===== src/rtl/dmem_port_arbiter_if.sv =====
// Bundle of signals between the two requesters, the data memory and the arbiter.
// The arbiter uses the slave view; requesters and memory use the master view.
interface dmem_port_arbiter_if #(
  parameter int ADDR_W = 32,
  parameter int DATA_W = 32
);
  logic              core_req;
  logic              core_we;
  logic [ADDR_W-1:0] core_addr;
  logic [DATA_W-1:0] core_wdata;
  logic [DATA_W-1:0] core_rdata;
  logic              core_ack;
  logic              core_stall;

  logic              dbg_req;
  logic              dbg_we;
  logic [ADDR_W-1:0] dbg_addr;
  logic [DATA_W-1:0] dbg_wdata;
  logic [DATA_W-1:0] dbg_rdata;
  logic              dbg_ack;

  logic              mem_en;
  logic              mem_we;
  logic [ADDR_W-1:0] mem_addr;
  logic [DATA_W-1:0] mem_wdata;
  logic [DATA_W-1:0] mem_rdata;

  logic              busy;

  modport slave (
    input  core_req, core_we, core_addr, core_wdata,
    output core_rdata, core_ack, core_stall,
    input  dbg_req, dbg_we, dbg_addr, dbg_wdata,
    output dbg_rdata, dbg_ack,
    output mem_en, mem_we, mem_addr, mem_wdata,
    input  mem_rdata,
    output busy
  );

  modport master (
    output core_req, core_we, core_addr, core_wdata,
    input  core_rdata, core_ack, core_stall,
    output dbg_req, dbg_we, dbg_addr, dbg_wdata,
    input  dbg_rdata, dbg_ack,
    input  mem_en, mem_we, mem_addr, mem_wdata,
    output mem_rdata,
    input  busy
  );
endinterface


===== src/rtl/dmem_port_arbiter.sv =====
// Round-robin arbiter sharing the single-port data memory between the core
// load/store path and the debug/loader port, with a fixed-latency access sequence.
module dmem_port_arbiter #(
  parameter int ADDR_W  = 32,
  parameter int DATA_W  = 32,
  parameter int MEM_LAT = 2
) (
  input logic                clk,
  input logic                reset,
  dmem_port_arbiter_if.slave bus
);

  localparam int CNT_W = $clog2(MEM_LAT + 1);

  typedef enum logic [1:0] {IDLE, ACCESS, WAIT, RESP} state_t;

  state_t            state;
  logic              ptr_dbg;   // 1: debug port wins the next tie
  logic              sel_dbg;   // latched winner of the current access
  logic              lat_we;
  logic [CNT_W-1:0]  cnt;

  logic              grant_dbg;
  logic              win_we;
  logic [ADDR_W-1:0] win_addr;
  logic [DATA_W-1:0] win_wdata;

  // A lone requester always wins; on a tie the pointer decides.
  assign grant_dbg = bus.dbg_req & (~bus.core_req | ptr_dbg);
  assign win_we    = grant_dbg ? bus.dbg_we    : bus.core_we;
  assign win_addr  = grant_dbg ? bus.dbg_addr  : bus.core_addr;
  assign win_wdata = grant_dbg ? bus.dbg_wdata : bus.core_wdata;

  assign bus.core_stall = bus.core_req & ~bus.core_ack;

  // NOTE: every register here uses <= so all of them see pre-edge values,
  // independent of statement order inside the block.
  always_ff @(posedge clk) begin
    if (reset) begin
      state          <= IDLE;
      ptr_dbg        <= 1'b0;
      sel_dbg        <= 1'b0;
      lat_we         <= 1'b0;
      cnt            <= '0;
      bus.core_rdata <= '0;
      bus.core_ack   <= 1'b0;
      bus.dbg_rdata  <= '0;
      bus.dbg_ack    <= 1'b0;
      bus.mem_en     <= 1'b0;
      bus.mem_we     <= 1'b0;
      bus.mem_addr   <= '0;
      bus.mem_wdata  <= '0;
      bus.busy       <= 1'b0;
    end else begin
      unique case (state)
        IDLE: begin
          if (bus.core_req || bus.dbg_req) begin
            sel_dbg       <= grant_dbg;
            lat_we        <= win_we;
            bus.mem_en    <= 1'b1;
            bus.mem_we    <= win_we;
            bus.mem_addr  <= win_addr;   // mem_addr/mem_wdata double as the request latch
            bus.mem_wdata <= win_wdata;
            bus.busy      <= 1'b1;
            if (bus.core_req && bus.dbg_req) ptr_dbg <= ~grant_dbg;
            state         <= ACCESS;
          end
        end
        ACCESS: begin
          bus.mem_en <= 1'b0;
          bus.mem_we <= 1'b0;
          cnt        <= CNT_W'(MEM_LAT);
          state      <= WAIT;
        end
        WAIT: begin
          if (cnt == CNT_W'(1)) begin
            // mem_rdata is valid in this final wait cycle; writes keep old rdata.
            if (!lat_we) begin
              if (sel_dbg) bus.dbg_rdata  <= bus.mem_rdata;
              else         bus.core_rdata <= bus.mem_rdata;
            end
            if (sel_dbg) bus.dbg_ack  <= 1'b1;
            else         bus.core_ack <= 1'b1;
            state <= RESP;
          end else begin
            cnt <= cnt - CNT_W'(1);
          end
        end
        RESP: begin
          bus.core_ack <= 1'b0;
          bus.dbg_ack  <= 1'b0;
          bus.busy     <= 1'b0;
          state        <= IDLE;
        end
        default: state <= IDLE;
      endcase
    end
  end

endmodule


===== src/flat_wrapper.sv =====
// flat-port wrapper written by rule: the top's interface ports become plain ports
module dmem_port_arbiter_flat 
#(
  parameter int ADDR_W  = 32,
  parameter int DATA_W  = 32,
  parameter int MEM_LAT = 2
)
  (clk, reset, bus_core_req, bus_core_we, bus_core_addr, bus_core_wdata, bus_core_rdata, bus_core_ack, bus_core_stall, bus_dbg_req, bus_dbg_we, bus_dbg_addr, bus_dbg_wdata, bus_dbg_rdata, bus_dbg_ack, bus_mem_en, bus_mem_we, bus_mem_addr, bus_mem_wdata, bus_mem_rdata, bus_busy);
  dmem_port_arbiter_if #(.ADDR_W(ADDR_W), .DATA_W(DATA_W)) bus_i ();
  input logic clk;
  input logic reset;
  input wire logic [$bits(bus_i.core_req)-1:0] bus_core_req;
  input wire logic [$bits(bus_i.core_we)-1:0] bus_core_we;
  input wire logic [$bits(bus_i.core_addr)-1:0] bus_core_addr;
  input wire logic [$bits(bus_i.core_wdata)-1:0] bus_core_wdata;
  output wire logic [$bits(bus_i.core_rdata)-1:0] bus_core_rdata;
  output wire logic [$bits(bus_i.core_ack)-1:0] bus_core_ack;
  output wire logic [$bits(bus_i.core_stall)-1:0] bus_core_stall;
  input wire logic [$bits(bus_i.dbg_req)-1:0] bus_dbg_req;
  input wire logic [$bits(bus_i.dbg_we)-1:0] bus_dbg_we;
  input wire logic [$bits(bus_i.dbg_addr)-1:0] bus_dbg_addr;
  input wire logic [$bits(bus_i.dbg_wdata)-1:0] bus_dbg_wdata;
  output wire logic [$bits(bus_i.dbg_rdata)-1:0] bus_dbg_rdata;
  output wire logic [$bits(bus_i.dbg_ack)-1:0] bus_dbg_ack;
  output wire logic [$bits(bus_i.mem_en)-1:0] bus_mem_en;
  output wire logic [$bits(bus_i.mem_we)-1:0] bus_mem_we;
  output wire logic [$bits(bus_i.mem_addr)-1:0] bus_mem_addr;
  output wire logic [$bits(bus_i.mem_wdata)-1:0] bus_mem_wdata;
  input wire logic [$bits(bus_i.mem_rdata)-1:0] bus_mem_rdata;
  output wire logic [$bits(bus_i.busy)-1:0] bus_busy;
  assign bus_i.core_req = bus_core_req;
  assign bus_i.core_we = bus_core_we;
  assign bus_i.core_addr = bus_core_addr;
  assign bus_i.core_wdata = bus_core_wdata;
  assign bus_core_rdata = bus_i.core_rdata;
  assign bus_core_ack = bus_i.core_ack;
  assign bus_core_stall = bus_i.core_stall;
  assign bus_i.dbg_req = bus_dbg_req;
  assign bus_i.dbg_we = bus_dbg_we;
  assign bus_i.dbg_addr = bus_dbg_addr;
  assign bus_i.dbg_wdata = bus_dbg_wdata;
  assign bus_dbg_rdata = bus_i.dbg_rdata;
  assign bus_dbg_ack = bus_i.dbg_ack;
  assign bus_mem_en = bus_i.mem_en;
  assign bus_mem_we = bus_i.mem_we;
  assign bus_mem_addr = bus_i.mem_addr;
  assign bus_mem_wdata = bus_i.mem_wdata;
  assign bus_i.mem_rdata = bus_mem_rdata;
  assign bus_busy = bus_i.busy;
  dmem_port_arbiter #(.ADDR_W(ADDR_W), .DATA_W(DATA_W), .MEM_LAT(MEM_LAT)) u_core (.clk(clk), .reset(reset), .bus(bus_i));
endmodule

===== config.mk =====
export PLATFORM = sky130hd
export DESIGN_NAME = dmem_port_arbiter_flat
export DESIGN_NICKNAME = d
export VERILOG_FILES = /design/src/rtl/dmem_port_arbiter_if.sv /design/src/rtl/dmem_port_arbiter.sv /design/src/flat_wrapper.sv
export SDC_FILE = /design/constraint.sdc
export NUM_CORES = 1
export LEC_CHECK = 0
export ABC_CLOCK_PERIOD_IN_PS = 1790
export BUFFER_PORTS_ARGS = -buffer_cell sky130_fd_sc_hd__buf_2
export CORE_MARGIN = 1.5
export CORE_UTILIZATION = 37
export CTS_CLUSTER_SIZE = 14
export DETAILED_ROUTE_END_ITERATION = 12
export PLACE_DENSITY_LB_ADDON = 0.05
export SETUP_SLACK_MARGIN = 0.15
export SLEW_MARGIN = 15
export SYNTH_ARGS = -nofsm -noshare
export SYNTH_HDL_FRONTEND = slang
export SYNTH_SLANG_ARGS = --single-unit

===== constraint.sdc =====
create_clock -name clk -period 1.79 [get_ports clk]
set_clock_uncertainty 0.15 [all_clocks]
set_input_delay 0.537 -clock clk [delete_from_list [all_inputs] [get_ports clk]]
set_output_delay 0.537 -clock clk [all_outputs]
set_load 0.01 [all_outputs]

==> key figures, run 1 <==
Run status
  – Status: completed

STA
  – Worst-Margin Slew: between 0.2 and 0.3 ns
  – Tmin final: 1.67 ns
  – Post-route setup TNS: 0 ns
  – Crit share post-route: between 90 and 100%
  – Worst relative slew slack: about four fifths
  – Final setup viols: 0
  – Pins Over Slew Limit: 0
  – Final Hold Fails: 0
  – RSZ-0062 raised after global routing: true
  – Highest clock rate: 600 MHz

Clock network
  – CTS Hold Bufs: 0
  – CTS root buffer: clkbuf_16
  – Num CTS Buffers: 17
  – Clk slew on worst S/H paths: 0.06 ns
  – CTS tree: built
  – Skew-Pair Late Insertion Delay: 0.41 ns
  – Htree depth: 4
  – Clk sinks: 140
  – CTS Buffer Depth: 2

Floorplan
  – Initial core utilization: 38.0%
  – Die width: 131 um
  – Die area: 0.0172 mm2
  – Vert. Die Dim: 131 um
  – Number of I/O pins: 300
  – Row count: 46
  – Core area: between 0.015 and 0.02 mm2

Route
  – DRC violations left: 0
  – Final ANT Viol Nets: 0
  – Drt pass-1 iters: 5
  – Routed vias: 6,457
  – Final WL: 20.9 mm
  – Number of DRC markers in iteration 0: 344
  – Average wire per standard cell: 16.6 um
  – DR vias/cell: 5.12

GRT
  – Vias in the first global route: 6,222
  – Gr usage total: 23.1%
  – First-pass GRT wire length: approximately 32 mm
  – Pin count of the biggest net entering global routing: 45
  – Initial antenna violation count: 3
  – Grt total ovfl: 0

Synthesis
  – Ys async rst share: 0%
  – Register area share after synthesis: 46.1%
  – Number of synthesized flops with an enable pin: 0
  – Most common cell in the netlist: dfxtp_1
  – Post-Syn Instances: 730
  – Yosys warnings: 0
  – Post-synth top cells: dfxtp_1 (140), nand2_1 (131), a21oi_1 (69)
  – Flip-flop and latch count after synthesis: 140
  – Mapped cell area: 0.00608 mm2
  – Yosys cell types: 33
  – Yosys top cell area share: 46.1%
  – Syn avg cell area: 8.33 um2
  – Syn nets: approximately 900
  – Ys flop type: dfxtp_1
  – Area leader, netlist: dfxtp_1
  – Area contributors post-synth: dfxtp_1 (46%), nand2_1 (8.1%), a311oi_2 (7.4%)

Final layout
  – Fin area: 0.00897 mm2
  – Final nets: 1,203
  – Layout Area Growth over Synthesis: 47.4%
  – Share of cells above drive strength 1: 41.6%
  – Post-Route Utilization: 56.1%
  – Fillers: 1,573

Place
  – Placed inst area: 0.00792 mm2
  – Final GP Congestion: just over 0.8
  – I/O Buffers: 299
  – DP HPWL: 14.0 mm

Pwr
  – NetSw: 4.26 mW
  – Internal: ~8.6 mW
  – Switching share of power: 33.2%
  – Clock power share: between 20 and 30%
  – Pwr dens: 1430 mW/mm2
  – Combinational power share: 38.9%
  – Leakage: 3.88 nW
  – IR drop worst, VDD: 852 uV
  – Power, Total: 12.8 mW
  – Flop pwr share: 32.5%

Setup path
  – Critical path capture point type: primary output
  – Worst Path Buf+Inv: 1
  – Delay-heaviest family, CP: flip-flops
  – Crit Path Class: reg -> out
  – Type of origin of the critical path: register
  – Slowest stage cell, crit path: dfxtp_2
  – Critical path peak fanout: 3
  – Required time of the critical path: around 1.1 ns
  – Arr. time, crit path: 0.98 ns
  – Max incr delay on CP: between 0.3 and 0.4 ns
  – Crit path cell chain: nor2b_1 -> buf_2

Run
  – Max Cap Violations: 0

Hold path
  – Hold WC Path Type: in -> reg
==> stage by stage <==
stage / setup slack [ns] / hold WS, ns / cells
after floorplan: 0.132 / 0.301 / 730
after global placement: 0.00830 / 0.290 / 1205
after detailed placement: -0.0407 / 0.295 / 1205
after CTS: 0.108 / 0.194 / 1241
after global routing: 0.0767 / 0.203 / 1262
final: 0.122 / 0.216 / 1262
==> state kept, by name, summed over array words and instances (netlist names), 2 cells and up <==
signal,cells
u_core.bus.core_rdata,32
u_core.bus.dbg_rdata,32
u_core.bus.mem_addr,32
u_core.bus.mem_wdata,32
u_core.cnt,2
u_core.state,2
==> worst paths after layout <==
| kind | start | endpoint | slack (ns) | depth (start not counted) |
|---|---|---|---|---|
| setup / recovery | u_core.bus.core_ack$_SDFFE_PP0P_ | bus_core_stall | 0.12 | 2 |
| hold / removal | bus_mem_rdata[24] | u_core.bus.dbg_rdata[24]$_SDFFE_PP0P_ | 0.22 | 3 |
| setup reg to reg | u_core.state[1]$_SDFFE_PP0P_ | u_core.bus.core_rdata[19]$_SDFFE_PP0P_ | 0.17 | 6 |
| hold reg to reg | u_core.bus.dbg_rdata[6]$_SDFFE_PP0P_ | u_core.bus.dbg_rdata[6]$_SDFFE_PP0P_ | 0.30 | 2 |
==> cells in the final DEF, fill, tap and decap left out, types with 2 or more instances in the layout <==
| master | instances |
|---|---|
| ha_1 | 4 |
| buf_4 | 30 |
| nor2b_1 | 3 |
| buf_12 | 14 |
| buf_2 | 294 |
| bufinv_16 | 3 |
| diode_2 | 3 |
| o21ai_0 | 57 |
| a311oi_2 | 32 |
| dfxtp_2 | 7 |
| o21ai_1 | 15 |
| buf_6 | 7 |
| inv_4 | 2 |
| a311oi_1 | 34 |
| clkbuf_16 | 23 |
| nand3b_1 | 3 |
| nor2_1 | 68 |
| a32oi_1 | 2 |
| nand3_1 | 66 |
| clkbuf_1 | 3 |
| nand2_1 | 131 |
| a21oi_1 | 69 |
| bufbuf_16 | 3 |
| clkbuf_8 | 3 |
| dfxtp_1 | 132 |
| clkinvlp_4 | 3 |
| inv_1 | 6 |
| nand2b_1 | 5 |
| ha_4 | 2 |
==> power by group through the flow <==
stage | Clock (mW) | Sequential (mW) | Combinational, mW
final | 3.67 | 4.18 | 4.99
after global routing | 3.86 | 4.25 | 5.41
after CTS | 3.73 | 4.15 | 4.47
after detailed placement | 0 | 4.19 | 4.07
after global placement | 0 | 4.19 | 4.07
after floorplan | 0 | 4.45 | 2.37
==> metal layers <==
layer	up-vias	track usage [%]	part of all wire [%]
li1	3190	-	-
met1	2991	27.4	42
met2	232	38.8	49
met3	44	6.44	6.6
met4	0	10.7	3.1
met5	-	0	0
==> what timing repair did <==
| action | CTS | global route |
|---|---|---|
| cloned | 4 | 8 |
| gates resized for setup | 7 | 21 |
| hold endpoints to repair | 0 | 0 |
| setup endpoints to repair | 98 | 125 |
| pin swaps | 0 | 3 |
| buffers inserted | 0 | 10 |
==> area by class of cell <==
cell class                 instances  area, um2  area share (%)
inverter                           9       38.8           0.432
antenna                            3       7.51          0.0837
clock buffer                      23        478            5.33
clock inverter                     9        135            1.51
timing repair buffer             354       2300            25.7
multi-input combinational        508       2920            32.6
sequential                       140       2820            31.4
tap                              216        270            3.01
==> kinds of logic (layout without fill, tap and decap cells) <==
kind of cell	after synthesis	count (layout)	synth area share (%)
compound gates	214	215	25.1
xor+xnor	1	1	0.144
fa+ha+maj	7	7	1.44
buf+inv	83	395	7.08
flops	140	140	46.1
other cells	0	3	0
simple gates	285	285	20.1
==> worst reg2reg max path, delay by kind of cell (launching register included) <==
family / cells / cell delay, ns
buffers and inverters: 2 / 0.31
AO/OA/AOI/OAI: 1 / 0.13
adder cells (fa/ha/maj): 1 / 0.18
AND/OR/NAND/NOR: 2 / 0.42
flip-flops: 1 / 0.37
(Power assumes the default switching activity.)
==> inputs of run 2 (changes only) <==
--- a/config.mk
+++ b/config.mk
@@ -5,10 +5,9 @@
 export SDC_FILE = /design/constraint.sdc
 export NUM_CORES = 1
 export LEC_CHECK = 0
-export ABC_CLOCK_PERIOD_IN_PS = 1790
 export BUFFER_PORTS_ARGS = -buffer_cell sky130_fd_sc_hd__buf_2
 export CORE_MARGIN = 1.5
-export CORE_UTILIZATION = 37
+export CORE_UTILIZATION = 42
 export CTS_CLUSTER_SIZE = 14
 export DETAILED_ROUTE_END_ITERATION = 12
 export PLACE_DENSITY_LB_ADDON = 0.05
==> run 2 against run 1 <==
Net effect:
- register-to-register slack improved by 0.02 ns
- total power decreased by 3.2%
- sequential share of layout area increased by 0.83 points
- combinational power decreased by 9.2%
- first-iteration DRC count increased by 36%
- cell area decreased by 2.8%
- critical path depth unchanged
- routed wire length decreased by 7.1%
- non-clock buffer count decreased by 19
- worst setup slack got worse by 0.015 ns
- cell count decreased by 4.6%
- via count decreased by 1.5%
- critical path type unchanged
- largest cell class unchanged
- largest power group unchanged
- highest routed layer unchanged
==> key figures, run 2 (synthesis gave the netlist of run 1 again) <==
Clock network
  – CTS root buffer: clkbuf_16
  – Clk slew on worst S/H paths: 0.06 ns (about the same)
  – Num CTS Buffers: 17 (unchanged)
  – CTS Hold Bufs: 0 (unchanged)
  – CTS tree: built
  – Clk sinks: 140 (unchanged)
  – Htree depth: 4 (unchanged)
  – CTS Buffer Depth: 2 (unchanged)
  – Skew-Pair Late Insertion Delay: 0.42 ns (about the same)

STA
  – RSZ-0062 raised after global routing: true
  – Worst relative slew slack: 71.5% (-9.3 points)
  – Tmin final: 1.68 ns (+0.0154 ns)
  – Pins Over Slew Limit: 0 (unchanged)
  – Worst-Margin Slew: 0.427 ns (+0.139 ns)
  – Highest clock rate: 594 MHz (-0.91%)
  – Final setup viols: 0 (unchanged)
  – Final Hold Fails: 0 (unchanged)
  – Crit share post-route: 94.0% (+0.86 points)

Route
  – Number of DRC markers in iteration 0: 467 (+36%)
  – Final ANT Viol Nets: 0 (unchanged)
  – Final WL: 19.4 mm (-7.1%)
  – Routed vias: 6,363 (-1.5%)
  – Drt pass-1 iters: 5 (unchanged)
  – Average wire per standard cell: 16.1 um (-2.6%)
  – DR vias/cell: 5.28 (+3.3%)
  – DRC violations left: 0 (unchanged)

Final layout
  – Share of cells above drive strength 1: 40.5% (-1.1 points)
  – Final nets: 1,184 (-1.6%)
  – Leading cell type in the layout, fill and taps excluded: buf_2
  – Post-Route Utilization: 62.3% (+6.2 points)
  – Most frequent cells in the layout: buf_2 (294), dfxtp_1 (138), nand2_1 (131)
  – # diodes: 0 (-3)
  – Layout Area Growth over Synthesis: 43.3%

Floorplan
  – Initial core utilization: 43.5% (+5.5 points)
  – Core area: 0.0140 mm2 (-13%)
  – Die width: 123 um (-6.0%)
  – Row count: 43 (-6.5%)
  – Die area: 0.0152 mm2 (-12%)
  – Number of I/O pins: 300 (unchanged)
  – Vert. Die Dim: 123 um (-6.0%)

Pwr
  – Leakage: 3.76 nW (-3.1%)
  – IR drop worst, VDD: 831 uV (-2.4%)
  – Power, Total: 12.4 mW (-3.2%)
  – Pwr dens: 1430 mW/mm2 (-0.34%)

Setup path
  – Critical path peak fanout: 3 (unchanged)
  – Type of origin of the critical path: register
  – Slowest stage cell, crit path: dfxtp_2
  – Crit path cell chain: nor2b_1 -> buf_2
  – Required time of the critical path: 1.10 ns (about the same)
  – Delay-heaviest family, CP: flip-flops
  – Critical path capture point type: primary output
  – Arr. time, crit path: 1.00 ns (+0.02 ns)
  – Crit Path Class: reg -> out
  – Worst Path Buf+Inv: 1 (unchanged)
  – Max incr delay on CP: 0.33 ns (about the same)

GRT
  – First-pass GRT wire length: 29.9 mm (-7.4%)
  – Grt total ovfl: 0 (unchanged)
  – Pin count of the biggest net entering global routing: 58 (+29%)
  – Vias in the first global route: 6,010 (-3.4%)
  – Initial antenna violation count: 0 (-3)
  – Gr usage total: 25.3% (+2.1 points)

Place
  – I/O Buffers: 299 (unchanged)
  – Final GP Congestion: 0.808 (-2.4%)
  – DP HPWL: 13.0 mm (-6.9%)

Run
  – Max Cap Violations: 0 (unchanged)

Hold path
  – Hold WC Path Type: in -> reg

Run status
  – Status: completed
[run 2: changes by cell type in the layout (fill, tap and decap cells not counted), sizes merged]
cell / change
buf: -14
bufinv: +1
clkbuf: -10
clkinvlp: +3
diode: -3
inv: +1
[run 2: repair_timing]
action / 4_1_cts / 5_1_grt
gates cloned: 4 / 1
endpoints found under the setup margin: 89 / 76
setup buffers: 2 / 1
pin swaps: 1 / 2
gates resized for setup: 6 / 14
[run 2: metal layers]
metal | GRT usage [%] | vias to the layer above | share of wire, %
li1 | - | 3145 | -
met1 | 29.1 | 2976 | 41
met2 | 43.5 | 219 | 50
met3 | 8.12 | 23 | 7.5
met4 | 9.84 | 0 | 1.8
met5 | 0 | - | 0
[run 2: worst paths after layout]
| kind | from | depth (start not counted) | endpoint | slack [ns] |
|---|---|---|---|---|
| max | u_core.bus.core_ack$_SDFFE_PP0P_ | 2 | bus_core_stall | 0.11 |
| min | bus_mem_rdata[25] | 3 | u_core.bus.dbg_rdata[25]$_SDFFE_PP0P_ | 0.21 |
| max reg2reg | u_core.state[1]$_SDFFE_PP0P_ | 6 | u_core.bus.mem_wdata[14]$_SDFFE_PP0P_ | 0.19 |
| min reg2reg | u_core.bus.core_rdata[11]$_SDFFE_PP0P_ | 2 | u_core.bus.core_rdata[11]$_SDFFE_PP0P_ | 0.30 |
[run 2: where the power goes]
part,total (mW),internal [mW],switching [mW]
combinational,4.53,2.14,2.40
clock,3.76,2.37,1.39
sequential,4.14,3.79,0.359
[run 2: final cells by class]
cell class | instances | area (um2)
Inverter | 9 | 33.8
Timing Repair Buffer | 335 | 2080
Fill cell | 1320 | 5270
Clock inverter | 14 | 193
Tap cell | 180 | 225
Clock buffer | 18 | 439
Multi-Input combinational cell | 508 | 2940
Sequential cell | 140 | 2810
[run 2: tightest hold or removal path: stages]
cell	delay, ns
buf_2	0.11
nand2_1	0.05
a21oi_1	0.05
[run 2: per-stage QoR]
stage / hold slack (ns) / cell area [um2] / setup TNS (ns) / instances / setup WS [ns]
detailed placement: 0.293 / 7860 / -0.0987 / 1164 / -0.0373
finish: 0.215 / 8720 / 0 / 1204 / 0.107
global route: 0.201 / 8720 / 0 / 1204 / 0.0528
floorplan: 0.301 / 6100 / 0 / 730 / 0.132
global placement: 0.289 / 7860 / 0 / 1164 / 0.0171
CTS: 0.197 / 8630 / 0 / 1202 / 0.105
==> inputs of run 3 (changes only) <==
--- a/config.mk
+++ b/config.mk
@@ -6,8 +6,10 @@
 export NUM_CORES = 1
 export LEC_CHECK = 0
 export BUFFER_PORTS_ARGS = -buffer_cell sky130_fd_sc_hd__buf_2
+export CELL_PAD_IN_SITES_DETAIL_PLACEMENT = 0
+export CELL_PAD_IN_SITES_GLOBAL_PLACEMENT = 1
 export CORE_MARGIN = 1.5
-export CORE_UTILIZATION = 42
+export CORE_UTILIZATION = 29
 export CTS_CLUSTER_SIZE = 14
 export DETAILED_ROUTE_END_ITERATION = 12
 export PLACE_DENSITY_LB_ADDON = 0.05
==> run 3 against run 2 <==
Net effect:
- clock-buffer cell count increased by 1
- critical endpoint unchanged
- combinational power rose by 13%
- critical path depth increased by 2
- core utilization shrank 18 points
- highest routed layer is now met5
==> key figures, run 3 (synthesis gave the netlist of run 1 again) <==
STA
  – Crit share post-route: 93.5% (-0.54 points)
  – Setup ws final: 0.116 ns (+0.00960 ns)
  – Worst-Margin Slew: 0.516 ns (+0.0884 ns)
  – Highest clock rate: 597 MHz (+0.57%)
  – Tmin final: 1.67 ns (-0.00960 ns)
  – Final setup viols: 0 (unchanged)
  – RSZ-0062 raised after global routing: true
  – Final Hold Fails: 0 (unchanged)
  – Post-route setup TNS: 0 ns (unchanged)
  – Worst relative slew slack: 65.6% (-5.9 points)
  – Pins Over Slew Limit: 0 (unchanged)

Run status
  – Status: completed

Route
  – DRC violations left: 0 (unchanged)
  – Number of DRC markers in iteration 0: 239 (-49%)
  – DR vias/cell: 4.87 (-7.9%)
  – Final WL: 22.5 mm (+16%)
  – Final ANT Viol Nets: 0 (unchanged)
  – Average wire per standard cell: 17.1 um (+5.6%)
  – Drt pass-1 iters: 4 (-1)
  – Routed vias: 6,414 (+0.80%)

Place
  – I/O Buffers: 299 (unchanged)
  – Final GP Congestion: 0.790 (-2.3%)
  – Setup WS pre-CTS: -0.0952 ns (-0.0579 ns)
  – DP HPWL: 14.9 mm (+14%)
  – Placed inst area: 0.00803 mm2 (+2.2%)
  – Dpl cells: 1,259 (+8.2%)

Setup path
  – Critical path peak fanout: 2 (-1)
  – Max incr delay on CP: 0.13 ns (-0.20 ns)
  – Crit path cell chain: buf_8 -> buf_4 -> nor2b_1 -> buf_2
  – Arr. time, crit path: 0.99 ns (about the same)
  – Delay-heaviest family, CP: buffers and inverters
  – Worst Path Buf+Inv: 3 (+2)
  – Type of origin of the critical path: input port
  – Crit Path Class: in -> out
  – Critical path capture point type: primary output
  – Required time of the critical path: 1.10 ns (about the same)
  – Slowest stage cell, crit path: buf_2

Clock network
  – CTS root buffer: clkbuf_16
  – CTS Buffer Depth: 2 (unchanged)
  – Clk slew on worst S/H paths: 0.06 ns (about the same)
  – Num CTS Buffers: 17 (unchanged)
  – Htree depth: 4 (unchanged)
  – Clk sinks: 140 (unchanged)
  – CTS tree: built
  – Skew-Pair Late Insertion Delay: 0.41 ns (about the same)

Hold path
  – Hold WC Path Type: in -> reg

GRT
  – Gr usage total: 19.7% (-5.6 points)
  – Pin count of the biggest net entering global routing: 46 (-21%)
  – Initial antenna violation count: 5 (+5)
  – First-pass GRT wire length: 33.9 mm (+13%)
  – Vias in the first global route: 6,231 (+3.7%)
  – Grt total ovfl: 0 (unchanged)

Floorplan
  – Core area: 0.0204 mm2 (+46%)
  – Row count: 52 (+21%)
  – Die area: 0.0219 mm2 (+44%)
  – Vert. Die Dim: 148 um (+20%)
  – Number of I/O pins: 300 (unchanged)
  – Initial core utilization: 29.8% (-14 points)
  – Die width: 148 um (+20%)

Final layout
  – Final Non-Filler Cells: 1,318 (+9.5%)
  – Final nets: 1,204 (+1.7%)
  – Most frequent cells in the layout: buf_2 (297), nand2_1 (131), dfxtp_1 (127)
  – Fin area: 0.00904 mm2 (+3.7%)
  – Share of cells above drive strength 1: 42.9% (+2.4 points)
  – Leading cell type in the layout, fill and taps excluded: buf_2
  – Layout Area Growth over Synthesis: 48.6%

Pwr
  – Leakage: 3.87 nW (+3.1%)
  – IR drop worst, VDD: 840 uV (+1.0%)
  – Pwr dens: 1390 mW/mm2 (-2.3%)

Run
  – Max Cap Violations: 0 (unchanged)
-- run 3: repair_timing --
action | CTS | global route
pin swaps | 0 | 15
buffers inserted | 1 | 12
hold buffers | 0 | 0
endpoints found under the setup margin | 94 | 113
gates cloned | 5 | 5
resized for setup | 13 | 23
-- run 3: area by class of cell --
type | count | area [um2]
Antenna cell | 4 | 10.0
Tap cell | 270 | 338
Clock buffer | 19 | 453
Inverter | 9 | 38.8
Timing Repair Buffer | 355 | 2330
Multi-Input combinational cell | 508 | 2960
Clock inverter | 13 | 90.1
Sequential cell | 140 | 2820
Fill cell | 2133 | 11400
-- run 3: metrics by stage --
stage                     power, mW  util (%)  hold WS [ns]
after global routing           13.3      44.2         0.207
final                          12.6      44.2         0.219
after detailed placement       8.26      39.3         0.294
after CTS                      12.2      42.8         0.197
after global placement         8.28      39.3         0.290
after floorplan                6.82         -         0.301
-- run 3: worst paths after layout --
check                                                             end                             startpoint  cells after the start  slack (ns)
worst max-delay path                                   bus_core_stall                           bus_core_req                      4        0.12
worst min-delay path            u_core.bus.dbg_rdata[18]$_SDFFE_PP0P_                      bus_mem_rdata[18]                      3        0.22
worst max register to register           u_core.state[0]$_SDFFE_PP0P_           u_core.state[1]$_SDFFE_PP0P_                      6        0.18
worst min register to register  u_core.bus.dbg_rdata[30]$_SDFFE_PP0P_  u_core.bus.dbg_rdata[30]$_SDFFE_PP0P_                      2        0.30
-- run 3: worst reg2reg max path, cell delays in order, from the launching register on --
cell and delay, ns:
dfxtp_4 0.37, inv_4 0.05, ha_4 0.18, buf_4 0.14
nor3b_2 0.16, or3_1 0.36, a21oi_1 0.14
-- run 3: layer usage --
layer | up-vias | track usage [%] | share of wire (%)
met2 | 229 | 31.5 | 47
li1 | 3191 | - | -
met5 | - | 0 | 0.053
met3 | 25 | 4.91 | 7.0
met1 | 2967 | 25.6 | 45
met4 | 2 | 7.28 | 1.8
-- run 3: where the power goes --
| part | total (mW) | switching, mW | internal [mW] |
|---|---|---|---|
| Combinational | 5.13 | 2.62 | 2.51 |
| Clock | 3.27 | 1.42 | 1.85 |
| Sequential | 4.20 | 0.395 | 3.81 |
| Total | 12.6 | 4.44 | 8.17 |
